### config.mk
export PLATFORM = sky130hd
export DESIGN_NAME = voice_allocator
export DESIGN_NICKNAME = d
export VERILOG_FILES = /design/src/rtl/voice_allocator.sv
export SDC_FILE = /design/constraint.sdc
export NUM_CORES = 1
export LEC_CHECK = 0
export CAP_MARGIN = 20
export CORE_ASPECT_RATIO = 0.75
export CORE_MARGIN = 3
export CORE_UTILIZATION = 25
export CTS_BUF_LIST = sky130_fd_sc_hd__clkbuf_4 sky130_fd_sc_hd__clkbuf_8 sky130_fd_sc_hd__clkbuf_16
export DETAILED_ROUTE_END_ITERATION = 12
export SLEW_MARGIN = 20
export SYNTH_ARGS = -nofsm -noshare
export SYNTH_HDL_FRONTEND = slang
export SYNTH_SLANG_ARGS = --single-unit
export TNS_END_PERCENT = 10
### constraint.sdc
create_clock -name clk_in -period 5.65 [get_ports clk_in]
set_input_delay 0.8475 -clock clk_in [delete_from_list [all_inputs] [get_ports clk_in]]
set_output_delay 0.8475 -clock clk_in [all_outputs]
set_load 0.03 [all_outputs]
### src/rtl/voice_allocator.sv
// Polyphonic voice scheduler: assigns channel-0 NOTE_ON events to voices
// (retrigger > idle > released > steal oldest) and drops gates on NOTE_OFF.
module voice_allocator #(
  parameter int NUM_VOICES = 4
) (
  input  logic                    clk_in,
  input  logic                    rst_n_in,
  input  logic                    event_valid_in,
  input  logic [23:0]             event_in,
  output logic                    event_ready_out,
  input  logic [NUM_VOICES-1:0]   voice_idle_in,
  output logic [NUM_VOICES-1:0]   gate_out,
  output logic [NUM_VOICES-1:0]   trigger_out,
  output logic [8*NUM_VOICES-1:0] note_out,
  output logic [7*NUM_VOICES-1:0] velocity_out,
  output logic                    steal_out,
  output logic [1:0]              state_out
);

  localparam int IW = $clog2(NUM_VOICES);
  localparam logic [IW-1:0] LAST = IW'(NUM_VOICES - 1);

  typedef enum logic [1:0] {IDLE = 2'd0, SCAN = 2'd1, COMMIT = 2'd2} state_t;

  state_t state, state_n;

  // Handshake: an event transfers on a rising edge where event_valid_in and
  // event_ready_out are both high; ready depends only on the FSM state.
  logic accept, is_on, is_off;
  logic [7:0] in_status;
  logic [6:0] in_note, in_vel;
  logic unused_bits;

  assign in_status       = event_in[23:16];
  assign in_note         = event_in[14:8];
  assign in_vel          = event_in[6:0];
  assign unused_bits     = ^{event_in[15], event_in[7]};
  assign event_ready_out = (state == IDLE);
  assign accept          = event_valid_in && event_ready_out;
  assign is_on           = (in_status == 8'h90) && (in_vel != 7'd0);
  assign is_off          = (in_status == 8'h80) || ((in_status == 8'h90) && (in_vel == 7'd0));
  assign state_out       = state;

  logic                  ev_on;
  logic [6:0]            ev_note, ev_vel;
  logic [IW-1:0]         idx;
  logic                  match_found, free_found, rel_found;
  logic [IW-1:0]         match_idx, free_idx, rel_idx, old_idx;

  logic [NUM_VOICES-1:0] gate_q, trigger_q;
  logic                  steal_q;
  logic [6:0]            note_q [NUM_VOICES];
  logic [6:0]            vel_q  [NUM_VOICES];
  logic [IW-1:0]         age_q  [NUM_VOICES];

  always_ff @(posedge clk_in or negedge rst_n_in) begin
    if (!rst_n_in) state <= IDLE;
    else           state <= state_n;
  end

  always_comb begin
    state_n = state;
    case (state)
      IDLE:    if (accept && (is_on || is_off)) state_n = SCAN;
      SCAN:    if (idx == LAST) state_n = COMMIT;
      COMMIT:  state_n = IDLE;
      default: state_n = IDLE;
    endcase
  end

  // Candidate search: first hit wins, so each candidate is the lowest index.
  always_ff @(posedge clk_in or negedge rst_n_in) begin
    if (!rst_n_in) begin
      ev_on       <= 1'b0;
      ev_note     <= '0;
      ev_vel      <= '0;
      idx         <= '0;
      match_found <= 1'b0;
      free_found  <= 1'b0;
      rel_found   <= 1'b0;
      match_idx   <= '0;
      free_idx    <= '0;
      rel_idx     <= '0;
      old_idx     <= '0;
    end else if (accept) begin
      ev_on       <= is_on;
      ev_note     <= in_note;
      ev_vel      <= in_vel;
      idx         <= '0;
      match_found <= 1'b0;
      free_found  <= 1'b0;
      rel_found   <= 1'b0;
    end else if (state == SCAN) begin
      idx <= idx + 1'b1;
      if (!match_found && gate_q[idx] && (note_q[idx] == ev_note)) begin
        match_found <= 1'b1;
        match_idx   <= idx;
      end
      if (!free_found && !gate_q[idx] && voice_idle_in[idx]) begin
        free_found <= 1'b1;
        free_idx   <= idx;
      end
      if (!rel_found && !gate_q[idx]) begin
        rel_found <= 1'b1;
        rel_idx   <= idx;
      end
      if (age_q[idx] == LAST) old_idx <= idx;
    end
  end

  logic [IW-1:0] target;
  logic          steal_sel;

  always_comb begin
    target    = old_idx;
    steal_sel = 1'b1;
    if (match_found) begin
      target    = match_idx;
      steal_sel = 1'b0;
    end else if (free_found) begin
      target    = free_idx;
      steal_sel = 1'b0;
    end else if (rel_found) begin
      target    = rel_idx;
      steal_sel = 1'b0;
    end
  end

  always_ff @(posedge clk_in or negedge rst_n_in) begin
    if (!rst_n_in) begin
      gate_q    <= '0;
      trigger_q <= '0;
      steal_q   <= 1'b0;
      for (int i = 0; i < NUM_VOICES; i++) begin
        note_q[i] <= '0;
        vel_q[i]  <= '0;
        age_q[i]  <= IW'(NUM_VOICES - 1 - i);
      end
    end else begin
      trigger_q <= '0;
      steal_q   <= 1'b0;
      if (state == COMMIT) begin
        if (ev_on) begin
          gate_q[target]    <= 1'b1;
          trigger_q[target] <= 1'b1;
          note_q[target]    <= ev_note;
          vel_q[target]     <= ev_vel;
          steal_q           <= steal_sel;
          for (int i = 0; i < NUM_VOICES; i++) begin
            if (age_q[i] < age_q[target]) age_q[i] <= age_q[i] + 1'b1;
          end
          age_q[target] <= '0;
        end else if (match_found) begin
          // Note and velocity stay so the release phase keeps its pitch.
          gate_q[match_idx] <= 1'b0;
        end
      end
    end
  end

  always_comb begin
    note_out     = '0;
    velocity_out = '0;
    for (int i = 0; i < NUM_VOICES; i++) begin
      note_out[8*i +: 8]     = {1'b0, note_q[i]};
      velocity_out[7*i +: 7] = vel_q[i];
    end
  end

  assign gate_out    = gate_q;
  assign trigger_out = trigger_q;
  assign steal_out   = steal_q;

endmodule
==> flow_summary.json <==
{
  "die_h_microns": 122,
  "setup_tns_ns": 0,
  "yosys_warnings": 0,
  "synth_edf_count": 0,
  "final_nets": 499,
  "hpwl_microns": 8070,
  "synthXorXnorAreaFrac_pct": 1.36,
  "path_clk_slew_ns": 0.07,
  "synth_most_common_cell": "dfrtp_1",
  "grt_usage_pct": 12.2,
  "min_period_ns": 2.69,
  "finClkSkew_ns": 0.00763,
  "r2r-end": "match_idx[0]$_DFFE_PN0P_",
  "p_per_area_mw_per_mm2": 281,
  "rows": 41,
  "place_worst_setup_slack_ns": 2.89,
  "reg2reg_from": "idx[0]$_DFFE_PN0P_",
  "async_flop_share_pct": 100,
  "antenna_found_initial": 0,
  "peakVddDrop_v": 0.000140,
  "drt_drc_violations_left": 0,
  "max-slew-margin-rel_pct": 46.0,
  "postCtsSetupRepairBufs": 0,
  "routed_wl_microns": 11700,
  "ctsHoldBuffers": 0,
  "met1_length_microns": 5220,
  "die_area_sq_mm": 0.0196,
  "initial_core_util_pct": 26.1,
  "yosysUniqueCellTypes": 52,
  "setup_violations": 0,
  "critPathLaunchType": "flip-flop",
  "diodes": 0,
  "hp-class": "flip-flop to flip-flop",
  "first_iter_violations": 158,
  "ys_seq_area_share_pct": 57.5,
  "cts_buffers": 9,
  "cts.sinks": 103,
  "ant_nets": 0,
  "synth-simple-area-share_pct": 13.1,
  "wl_met3_microns": 552,
  "path_class": "flip-flop to flip-flop",
  "grt_pass1_vias": 3306,
  "drt-wirelength-per-cell_microns": 16.5,
  "fin_ws_ns": 2.96,
  "worstPathMaxFanout": 11,
  "arrival_ns": 2.90,
  "worstSkewPairLatency_ns": 0.34,
  "end_kind": "flip-flop",
  "endpoint": "match_idx[0]$_DFFE_PN0P_",
  "die_x_microns": 161,
  "reg2reg_depth": 6,
  "syn-cell-area_sq_mm": 0.00449,
  "required_ns": 5.85,
  "routabilityCongestion": 0.778,
  "grt_max_degree": 63,
  "ys_ff_latch": 103,
  "syn_to_final_growth_pct": 33.1,
  "met2_length_microns": 5860,
  "synth.area.mux_share_pct": 18.2,
  "cts-root-buf": "clkbuf_16",
  "crit_path_start": "idx[0]$_DFFE_PN0P_",
  "synth_common_cells": "99 x dfrtp_1, 95 x nand2_1, 47 x mux2_2, 12 x nand3_1, 10 x mux4_2",
  "p_leak_nw": 2.75,
  "post_cts_resize_count": 0,
  "drive_above_1_share_pct": 18.9,
  "grt_pass1_wl_microns": 18600,
  "cts.path.max_buffers": 2,
  "synth_top_family_by_area": "multiplexers",
  "min_period_over_period_pct": 47.6,
  "synth_cells": 374,
  "power_mw": 1.68,
  "grt-ovfl-total": 0,
  "status": "complete, no violations",
  "via_count": 3209,
  "yosys-top-cells-area": "dfrtp_1 55%, mux2_2 12%, nand2_1 7.9%",
  "routed.top_layer": "met4",
  "synth_compound_area_share_pct": 6.51,
  "worstMarginPinSlew_ns": 0.807,
  "avgSynthCellArea_sq_um": 12.0,
  "drtPass1Iterations": 4,
  "rsz0062_at_grt": "false",
  "synth_top_flop_cell": "dfrtp_1",
  "cts_tree": "built",
  "yosysTopAreaCell": "dfrtp_1",
  "htreeDepth": 3,
  "max_freq_mhz": 371,
  "portBuffers": 96,
  "vias_per_cell": 4.53,
  "synth-adder-area-share_pct": 0.278,
  "ios": 103,
  "r2r_slack_ns": 2.96,
  "drv_slew": 0,
  "finalHoldViolCount": 0,
  "yosysTopAreaCellShare_pct": 55.1,
  "cap_violations": 0,
  "core_sq_mm": 0.0172
}
==> routing by layer <==
layer	GRT usage, %	vias to the layer above
met5	0	-
met4	1.99	0
met3	3.43	4
met2	20.5	78
met1	16.1	1647
li1	-	1480
==> per-stage QoR <==
stage | hold WS [ns] | utilization [%] | area [sq um] | cells
CTS | 0.489 | 34.7 | 5980 | 708
finish | 0.482 | 34.7 | 5980 | 708
global route | 0.504 | 34.7 | 5980 | 708
floorplan | 0.459 | - | 4510 | 377
detailed placement | 0.470 | 33.0 | 5680 | 692
global placement | 0.464 | 32.9 | 5680 | 692
==> cells by family after synthesis <==
logic type	count (synthesis)
AOI/OAI and AO/OA	37
xor gates and xnor gates	7
adders and majority gates	1
buffers and inverters	29
DFF	103
muxes	62
other	1
and+or+nand+nor	134
==> final cells by class <==
| type | count | area (sq um) |
|---|---|---|
| flip-flops and latches | 103 | 2580 |
| fillers | 1734 | 11300 |
| well taps | 236 | 295 |
| clock inverters | 4 | 48.8 |
| repair buffers | 98 | 973 |
| multi-input cells | 245 | 1800 |
| inverters | 10 | 37.5 |
| clock buffers | 12 | 248 |
==> flip-flops by register name, indices dropped and copies added, names as in the netlist <==
signal and count:
match_found 1, trigger_out 4, ev_note 7, ev_on 1, steal_out 1, free_idx 2, age_q 8, free_found 1
old_idx 2, rel_idx 2, rel_found 1, velocity_out 28, match_idx 2, idx 2, note_out 28, state_out 2
gate_out 4, ev_vel 7
==> worst min path at each step <==
| stage | from | to | depth (start not counted) |
|---|---|---|---|
| after floorplan | old_idx[1]$_DFFE_PN0P_ | old_idx[1]$_DFFE_PN0P_ | 1 |
| after global placement | velocity_out[21]$_DFFE_PN0P_ | velocity_out[21]$_DFFE_PN0P_ | 2 |
| after detailed placement | velocity_out[20]$_DFFE_PN0P_ | velocity_out[20]$_DFFE_PN0P_ | 2 |
| after CTS | velocity_out[22]$_DFFE_PN0P_ | velocity_out[22]$_DFFE_PN0P_ | 2 |
| after global routing | velocity_out[22]$_DFFE_PN0P_ | velocity_out[22]$_DFFE_PN0P_ | 2 |
| final | velocity_out[26]$_DFFE_PN0P_ | velocity_out[26]$_DFFE_PN0P_ | 2 |
==> critical path, cell delays in order, from the launching register on <==
cell and delay (ns):
dfrtp_1 0.63, buf_4 0.32, mux4_2 0.53, xnor2_1 0.17, nand4_1 0.17, nor4_1 0.56
o21ai_0 0.16
==> cell usage in the layout (no fill, tap or decap), types with 4 or more instances in the layout <==
| master | synthesis | layout |
|---|---|---|
| dfrtp_1 | 99 | 99 |
| nand2_1 | 95 | 95 |
| clkdlybuf4s50_1 | 0 | 95 |
| mux2_2 | 47 | 47 |
| nand3_1 | 12 | 12 |
| mux4_2 | 10 | 10 |
| clkbuf_16 | 0 | 9 |
| inv_1 | 8 | 8 |
| nor2_1 | 7 | 7 |
| o21ai_0 | 7 | 7 |
| xnor2_1 | 5 | 5 |
| a21oi_1 | 5 | 5 |
| mux2i_1 | 4 | 4 |
| a21o_1 | 4 | 4 |
| conb_1 | 1 | 4 |
| dfstp_2 | 4 | 4 |
==> where the power goes <==
| group | switching (mW) | total [mW] | internal [mW] | leakage [nW] |
|---|---|---|---|---|
| Combinational | 0.113 | 0.215 | 0.102 | 1.21 |
| Sequential | 0.0621 | 0.840 | 0.778 | 1.39 |
| Clock | 0.268 | 0.626 | 0.358 | 0.151 |
Power figures use the tool's default switching activity.
